**config.mk**
```make
export PLATFORM = sky130hd
export DESIGN_NAME = mem_size_probe
export DESIGN_NICKNAME = d
export VERILOG_FILES = /design/src/rtl/mem_probe_pkg.sv /design/src/rtl/mem_req_issuer.sv /design/src/rtl/mem_size_probe.sv
export SDC_FILE = /design/constraint.sdc
export NUM_CORES = 1
export LEC_CHECK = 0
export ABC_AREA = 1
export CAP_MARGIN = 20
export CORE_ASPECT_RATIO = 1.75
export CORE_MARGIN = 10
export CORE_UTILIZATION = 44
export CTS_CLUSTER_DIAMETER = 60
export DETAILED_ROUTE_END_ITERATION = 10
export GPL_ROUTABILITY_DRIVEN = 0
export PLACE_DENSITY = 0.7
export SLEW_MARGIN = 20
export SYNTH_ARGS = -nofsm -noshare
export SYNTH_HDL_FRONTEND = slang
export SYNTH_SLANG_ARGS = --single-unit
export TNS_END_PERCENT = 50
```
**constraint.sdc**
```tcl
create_clock -name clk_sys -period 3.05 [get_ports clk_sys]
set_input_delay 0.61 -clock clk_sys [delete_from_list [all_inputs] [get_ports clk_sys]]
set_output_delay 0.61 -clock clk_sys [all_outputs]
set_load 0.005 [all_outputs]
```
**src/rtl/mem_probe_pkg.sv**
```systemverilog
// Shared types and helpers for the SDRAM size probe.
// Contents:
//   state_t      - sequencer states
//   iss_state_t  - request issuer states
//   probe_addr() - word address of probe k
//   sig()        - signature written to probe k (caller truncates to the data width)
//   clear_limit()- number of words to clear for a given present[] vector
// All helpers return 32-bit values, so the address width must be at most 31.
package mem_probe_pkg;

  typedef enum logic [3:0] {
    StWaitRdy,
    StWr,
    StWrDummy,
    StRd,
    StEval,
    StClear,
    StVerify,
    StDone,
    StFail
  } state_t;

  typedef enum logic [1:0] {
    IsIdle,
    IsGap,
    IsWait
  } iss_state_t;

  // Probe 0 sits at address 0; the others sit on the top PROBES-1 address bits.
  function automatic logic [31:0] probe_addr(input int unsigned k, input int unsigned addr_w,
                                             input int unsigned probes);
    if (k == 0) return '0;
    return 32'(1) << (addr_w - probes + k);
  endfunction

  function automatic logic [31:0] sig(input int unsigned k, input int unsigned sig_base);
    return sig_base * (k + 1);
  endfunction

  // Size is set by the highest probe bit that read back its own signature.
  function automatic logic [31:0] clear_limit(input logic [31:0] present,
                                              input int unsigned addr_w,
                                              input int unsigned probes);
    int unsigned h;
    h = 0;
    for (int unsigned i = 0; i < 32; i++) begin
      if (i < probes && present[i[4:0]]) h = i;
    end
    return 32'(1) << (addr_w - probes + h + 1);
  endfunction

endpackage

```
**src/rtl/mem_req_issuer.sv**
```systemverilog
// Single-word request issuer for a ready/rd/we memory controller.
// A request from the sequencer is accepted only while idle with mem_ready=1. The rd/we pulse
// lasts one cycle; that cycle is the GAP, during which mem_ready is ignored because the
// controller has not yet dropped it. The issuer then waits for mem_ready=1 and strobes ack,
// which is also the cycle in which read data on mem_dout is valid.
// Ports:
//   clk_sys, reset      clock, async active-high reset (abandons any in-flight op)
//   req_rd, req_we      sequencer wants a read / write (level, held until ack)
//   req_addr, req_data  address / write data for the request
//   mem_ready           controller idle / data valid
//   accept              request taken this cycle
//   ack                 request completed this cycle
//   mem_addr, mem_din   registered request address / write data
//   mem_rd, mem_we      registered one-cycle request pulses
module mem_req_issuer
  import mem_probe_pkg::*;
#(
  parameter int unsigned ADDR_W = 27,
  parameter int unsigned DATA_W = 16
) (
  input  logic              clk_sys,
  input  logic              reset,
  input  logic              req_rd,
  input  logic              req_we,
  input  logic [ADDR_W-1:0] req_addr,
  input  logic [DATA_W-1:0] req_data,
  input  logic              mem_ready,
  output logic              accept,
  output logic              ack,
  output logic [ADDR_W-1:0] mem_addr,
  output logic [DATA_W-1:0] mem_din,
  output logic              mem_rd,
  output logic              mem_we
);

  iss_state_t st_q;

  assign accept = (st_q == IsIdle) && mem_ready && (req_rd || req_we);
  assign ack    = (st_q == IsWait) && mem_ready;

  always_ff @(posedge clk_sys or posedge reset) begin
    if (reset) begin
      st_q     <= IsIdle;
      mem_rd   <= 1'b0;
      mem_we   <= 1'b0;
      mem_addr <= '0;
      mem_din  <= '0;
    end else begin
      mem_rd <= 1'b0;
      mem_we <= 1'b0;
      unique case (st_q)
        IsIdle: begin
          if (accept) begin
            mem_rd   <= req_rd;
            mem_we   <= req_we & ~req_rd;
            mem_addr <= req_addr;
            if (req_we) mem_din <= req_data;
            st_q     <= IsGap;
          end
        end
        IsGap:   st_q <= IsWait;
        IsWait:  if (mem_ready) st_q <= IsIdle;
        default: st_q <= IsIdle;
      endcase
    end
  end

endmodule

```
**src/rtl/mem_size_probe.sv**
```systemverilog
// SDRAM size probe and clear sequencer.
// Writes a signature to each probe address (highest first), writes a dummy pattern to discharge
// the bus, reads the probes back to find which address bits are decoded, then zero-fills
// 0..L-1 of the detected size. present[] reports which probes held their signature.
// Build option: define MEM_PROBE_VERIFY_EN to add a read-back sweep of 0..L-1 after the clear;
// any non-zero word sets the sticky verr flag (the run still ends in done). Without it verr=0.
// Ports:
//   clk_sys, reset      clock, async active-high reset
//   restart             one-cycle pulse, reruns the sequence from done/fail
//   mem_ready, mem_dout controller ready level and read data
//   mem_addr, mem_din   request address / write data
//   mem_rd, mem_we      one-cycle request pulses
//   present             per-probe signature match
//   busy, done, fail    sequence status (done/fail held until restart/reset)
//   verr                verify mismatch seen
module mem_size_probe
  import mem_probe_pkg::*;
#(
  parameter int unsigned ADDR_W    = 27,
  parameter int unsigned DATA_W    = 16,
  parameter int unsigned PROBES    = 3,
  parameter int unsigned SIG_BASE  = 1032,
  parameter int unsigned DUMMY     = 12345,
  parameter int unsigned CLEAR_GAP = 32
) (
  input  logic              clk_sys,
  input  logic              reset,
  input  logic              restart,
  input  logic              mem_ready,
  input  logic [DATA_W-1:0] mem_dout,
  output logic [ADDR_W-1:0] mem_addr,
  output logic [DATA_W-1:0] mem_din,
  output logic              mem_rd,
  output logic              mem_we,
  output logic [PROBES-1:0] present,
  output logic              busy,
  output logic              done,
  output logic              fail,
  output logic              verr
);

  localparam int unsigned KW   = (PROBES > 1) ? $clog2(PROBES) : 1;
  localparam int unsigned GW   = $clog2(CLEAR_GAP + 1);
  localparam int unsigned CntW = ADDR_W + 1;

  localparam logic [KW-1:0]     KMax      = KW'(PROBES - 1);
  localparam logic [ADDR_W-1:0] DummyAddr = ADDR_W'(32'(1) << (ADDR_W - PROBES));
  localparam logic [DATA_W-1:0] DummyPat  = DATA_W'(DUMMY);
  localparam logic [GW-1:0]     GapMin    = GW'(CLEAR_GAP);
  localparam logic [GW-1:0]     GapOne    = GW'(1);
  localparam logic [CntW-1:0]   CntOne    = CntW'(1);

  state_t            state_q;
  logic [KW-1:0]     k_q;
  // One bit wider than the address so a full-size limit (1<<ADDR_W) is representable.
  logic [CntW-1:0]   cnt_q;
  logic [CntW-1:0]   limit_q;
  logic [GW-1:0]     gap_q;
`ifdef MEM_PROBE_VERIFY_EN
  logic              verr_q;
`endif

  logic              req_rd;
  logic              req_we;
  logic [ADDR_W-1:0] req_addr;
  logic [DATA_W-1:0] req_data;
  logic              accept;
  logic              ack;
  logic [ADDR_W-1:0] probe_a;
  logic [DATA_W-1:0] sig_k;
  logic              last_addr;

  assign probe_a   = ADDR_W'(probe_addr(32'(k_q), ADDR_W, PROBES));
  assign sig_k     = DATA_W'(sig(32'(k_q), SIG_BASE));
  assign last_addr = (cnt_q == limit_q - CntOne);

  always_comb begin
    req_rd   = 1'b0;
    req_we   = 1'b0;
    req_addr = '0;
    req_data = '0;
    case (state_q)
      StWr: begin
        req_we   = 1'b1;
        req_addr = probe_a;
        req_data = sig_k;
      end
      StWrDummy: begin
        req_we   = 1'b1;
        req_addr = DummyAddr;
        req_data = DummyPat;
      end
      StRd: begin
        req_rd   = 1'b1;
        req_addr = probe_a;
      end
      StClear: begin
        // Hold off until the minimum spacing since the previous issue has elapsed.
        req_we   = (gap_q >= GapMin);
        req_addr = cnt_q[ADDR_W-1:0];
      end
`ifdef MEM_PROBE_VERIFY_EN
      StVerify: begin
        req_rd   = 1'b1;
        req_addr = cnt_q[ADDR_W-1:0];
      end
`endif
      default: ;
    endcase
  end

  mem_req_issuer #(
    .ADDR_W(ADDR_W),
    .DATA_W(DATA_W)
  ) u_issuer (
    .clk_sys  (clk_sys),
    .reset    (reset),
    .req_rd   (req_rd),
    .req_we   (req_we),
    .req_addr (req_addr),
    .req_data (req_data),
    .mem_ready(mem_ready),
    .accept   (accept),
    .ack      (ack),
    .mem_addr (mem_addr),
    .mem_din  (mem_din),
    .mem_rd   (mem_rd),
    .mem_we   (mem_we)
  );

  always_ff @(posedge clk_sys or posedge reset) begin
    if (reset) begin
      state_q <= StWaitRdy;
      k_q     <= '0;
      cnt_q   <= '0;
      limit_q <= '0;
      gap_q   <= GapMin;
      present <= '0;
      busy    <= 1'b0;
      done    <= 1'b0;
      fail    <= 1'b0;
`ifdef MEM_PROBE_VERIFY_EN
      verr_q  <= 1'b0;
`endif
    end else begin
      if (accept) gap_q <= GapOne;
      else if (gap_q < GapMin) gap_q <= gap_q + GapOne;

      case (state_q)
        StWaitRdy: begin
          if (mem_ready) begin
            state_q <= StWr;
            k_q     <= KMax;
            busy    <= 1'b1;
          end
        end
        StWr: begin
          if (ack) begin
            if (k_q == '0) state_q <= StWrDummy;
            else k_q <= k_q - 1'b1;
          end
        end
        StWrDummy: begin
          if (ack) begin
            state_q <= StRd;
            k_q     <= KMax;
          end
        end
        StRd: begin
          if (ack) begin
            present[k_q] <= (mem_dout == sig_k);
            if (k_q == '0) state_q <= StEval;
            else k_q <= k_q - 1'b1;
          end
        end
        StEval: begin
          cnt_q   <= '0;
          limit_q <= CntW'(clear_limit(32'(present), ADDR_W, PROBES));
          if (present == '0) begin
            state_q <= StFail;
            fail    <= 1'b1;
            busy    <= 1'b0;
          end else begin
            state_q <= StClear;
          end
        end
        StClear: begin
          if (ack) begin
            if (last_addr) begin
`ifdef MEM_PROBE_VERIFY_EN
              state_q <= StVerify;
              cnt_q   <= '0;
`else
              state_q <= StDone;
              done    <= 1'b1;
              busy    <= 1'b0;
`endif
            end else begin
              cnt_q <= cnt_q + CntOne;
            end
          end
        end
`ifdef MEM_PROBE_VERIFY_EN
        StVerify: begin
          if (ack) begin
            if (mem_dout != '0) verr_q <= 1'b1;
            if (last_addr) begin
              state_q <= StDone;
              done    <= 1'b1;
              busy    <= 1'b0;
            end else begin
              cnt_q <= cnt_q + CntOne;
            end
          end
        end
`endif
        StDone, StFail: begin
          if (restart) begin
            state_q <= StWaitRdy;
            present <= '0;
            done    <= 1'b0;
            fail    <= 1'b0;
`ifdef MEM_PROBE_VERIFY_EN
            verr_q  <= 1'b0;
`endif
          end
        end
        default: state_q <= StWaitRdy;
      endcase
    end
  end

`ifdef MEM_PROBE_VERIFY_EN
  assign verr = verr_q;
`else
  assign verr = 1'b0;
`endif

endmodule

```
==> impl_metrics.csv <==
group,metric,value,unit
clocking,path_clk_slew,0.06,ns
clocking,cts-root-buf,"clkbuf_16",
drt,via_count,4443,
floorplan,pin_count,72,
worst_setup_path,worstPathArrival,2.57,ns
drt,dr.pass1.iters,5,
worst_setup_path,path_cells,"inv_1 -> nand2_1 -> nor2_2 -> buf_4 -> nand3_2 -> nand2_2 -> buf_4 -> o21ai_0",
synthesis,yosys_warnings,0,
timing,tns,0,ns
pwr,leakagePower,2.69,nW
worst_setup_path,startpoint_type,"flip-flop",
worst_setup_path,critical_path.max_fanout,37,
placement,dp_cells,853,
worst_setup_path,cp.required,3.27,ns
clocking,cts-resized-gates,0,
synthesis,yosysSeqAreaShare,0.447,
clocking,clkSinkCount,87,
floorplan,dieWidth,99.6,um
floorplan,start_util,0.453,
run_status,status,"finished clean",
global_route,overflow,0,
global_route,grt_max_degree,63,
clocking,numCtsBuffers,9,
synthesis,ys_seq_elements,87,
floorplan,core-area,10800,um^2
drt,final_antenna_net_count,0,
synthesis,synthTopCellsByArea,"dfrtp_1 44%, nand2_1 20%, nor2_1 7.3%",
drt,drc,0,
worst_setup_path,cp-end-kind,"flip-flop",
timing,max_freq,426,MHz
synthesis,synth.top_cell.area_share,0.441,
worst_setup_path,slowest_stage,"dfrtp_1",
placement,hpwl,9200,um
synthesis,avgSynthCellArea,7.21,um^2
finish,drive_gt1_frac,0.0595,
clocking,htreeDepth,3,
timing,final-setup-viol-count,0,
timing,skew,0.00515,ns
pwr,powerDensity,697,nW/um^2
synthesis,netlist_instances,676,
drt,wl,12400,um
flow_run,cap_violations,0,
placement,io_buffers,62,
clocking,ctsLongestPathBuffers,2,
drt,initialDrtViolationCount,209,
clocking,insertion_delay,0.34,ns
finish,nFillCells,1051,
worst_setup_path,crit_top_cell,"buf_4",
timing,hold_viol,0,
timing,period_share,0.770,
drt,wl_per_cell,14.2,um
clocking,cts_tree,"built",
floorplan,num_rows,50,
min_path,hp-class,"flip-flop to flip-flop",
floorplan,die_area,15900,um^2
finish,antenna_cells,0,
timing,fin_crit,2.35,ns
global_route,grtUsageTotal,0.159,
synthesis,synth_largest_area_cell,"dfrtp_1",
global_route,antenna_found_initial,0,
finish,instances_no_fill,869,
drt,vias_per_cell,5.11,
worst_setup_path,slowest_delay,0.42,ns
pwr,ir_worst_vdd,0.000417,V
synthesis,syn_area,4880,um^2
timing,rsz0062_at_grt,"no",
global_route,grt_pass1_vias,4414,
finish,fin_nets,763,
finish,area_delta_synth_final,21.2,%
timing,slew_violations,0,
global_route,grt_first_pass_wirelength,20900,um
synthesis,synth_cell_type_count,29,
worst_setup_path,crit_type,"flip-flop to flip-flop",
floorplan,die_h,159,um
clocking,cts_setup_buffers,0,
clocking,cts_hold_buffers,0,
-- state kept, by name, indices dropped and copies added (netlist names), 3 cells and up --
register and flops:
u_issuer.mem_din 6, limit_q 4, u_issuer.mem_addr 27, state_q 4, cnt_q 28, present 3
gap_q 6
-- synth_stat cells --
master    number
nand2_1      259
nor2_1        95
dfrtp_1       86
inv_1         46
nand3_1       31
o21ai_0       23
o21ai_1       22
xor2_1        18
buf_2         14
buf_4         11
nand4_1       11
a21oi_1        9
ha_1           9
inv_2          8
xnor2_1        6
nand2_2        5
nor3_1         3
or2_2          3
buf_6          2
nand3_2        2
nor2_2         2
nor2_4         2
o22ai_1        2
o31ai_1        2
a32o_1         1
clkinv_2       1
conb_1         1
dfstp_2        1
o21a_1         1
-- power breakdown --
group / total (mW) / switching [mW] / internal [mW]
Clock: 1.26 / 0.458 / 0.799
Sequential: 1.49 / 0.148 / 1.34
Combinational: 1.37 / 0.840 / 0.533
-- worst max-delay path: cells and delay by family, from the launching register on --
kind            cells  cell delay (ns)
flops               1             0.42
buf+inv             3             0.87
simple gates        4             0.80
compound gates      1             0.12
-- area by class of cell --
type | instances | area (um^2) | share of cell area
Clock buffer | 10 | 229 | 0.0388
Clock inverter | 6 | 109 | 0.0184
Inverter | 55 | 209 | 0.0354
Multi-Input combinational cell | 515 | 2340 | 0.397
Sequential cell | 87 | 2180 | 0.369
Tap cell | 130 | 163 | 0.0275
Timing Repair Buffer | 66 | 676 | 0.114
-- cell families after synthesis --
group	count (synthesis)	share of synthesized area
AOI/OAI and AO/OA	60	0.0647
and+or+nand+nor	413	0.343
DFF	87	0.447
xor gates and xnor gates	24	0.0431
adders and majority gates	9	0.0231
buffers and inverters	82	0.0785
other	1	0.000769
-- through the flow --
step | setup slack, ns | util | cell area, um^2 | hold WS (ns) | power, mW
finish | 0.701 | 0.549 | 5910 | 0.482 | 4.12
global route | 0.460 | 0.549 | 5910 | 0.502 | 4.41
CTS | 0.697 | 0.549 | 5910 | 0.486 | 4.16
detailed placement | 0.587 | 0.518 | 5570 | 0.468 | 2.88
global placement | 0.622 | 0.518 | 5570 | 0.467 | 2.84
floorplan | 0.191 | - | 4910 | 0.464 | 2.42
-- metal layers --
metal / track usage / up-vias / wire length, um
met4: 0.0864 / 0 / 483
met2: 0.281 / 129 / 6510
met3: 0.0412 / 37 / 750
met1: 0.163 / 2070 / 4620
li1: - / 2207 / -
met5: 0 / - / 0
-- layout by cell type (no fill, tap or decap) --
| cell | count |
|---|---|
| a21oi_1 | 9 |
| a32o_1 | 1 |
| buf_12 | 2 |
| buf_4 | 2 |
| bufinv_16 | 3 |
| clkbuf_1 | 1 |
| clkbuf_16 | 9 |
| clkdlybuf4s50_1 | 62 |
| clkinv_2 | 4 |
| clkinv_4 | 1 |
| conb_1 | 9 |
| dfrtp_1 | 86 |
| dfstp_2 | 1 |
| ha_1 | 9 |
| inv_1 | 45 |
| inv_2 | 8 |
| nand2_1 | 259 |
| nand2_2 | 5 |
| nand3_1 | 31 |
| nand3_2 | 2 |
| nand4_1 | 11 |
| nor2_1 | 95 |
| nor2_2 | 2 |
| nor2_4 | 2 |
| nor3_1 | 3 |
| o21a_1 | 1 |
| o21ai_0 | 23 |
| o21ai_1 | 22 |
| o22ai_1 | 2 |
| o31ai_1 | 2 |
| or2_2 | 3 |
| xnor2_1 | 6 |
| xor2_1 | 18 |
-- path summary, 6_finish.rpt --
check	cells after the start	slack, ns	endpoint	startpoint
min reg2reg	2	0.48	u_issuer.mem_addr[24]$_DFFE_PP0P_	u_issuer.mem_addr[24]$_DFFE_PP0P_
max	8	0.70	cnt_q[7]$_DFFE_PP0P_	state_q[1]$_DFFE_PP0P_
min	2	0.48	u_issuer.mem_addr[24]$_DFFE_PP0P_	u_issuer.mem_addr[24]$_DFFE_PP0P_
min in group asynchronous	2	0.58	gap_q[3]$_DFFE_PP0P_	reset
max in group asynchronous	3	1.77	gap_q[5]$_DFFE_PP1P_	reset
max reg2reg	8	0.70	cnt_q[7]$_DFFE_PP0P_	state_q[1]$_DFFE_PP0P_
Power figures use the tool's default switching activity.
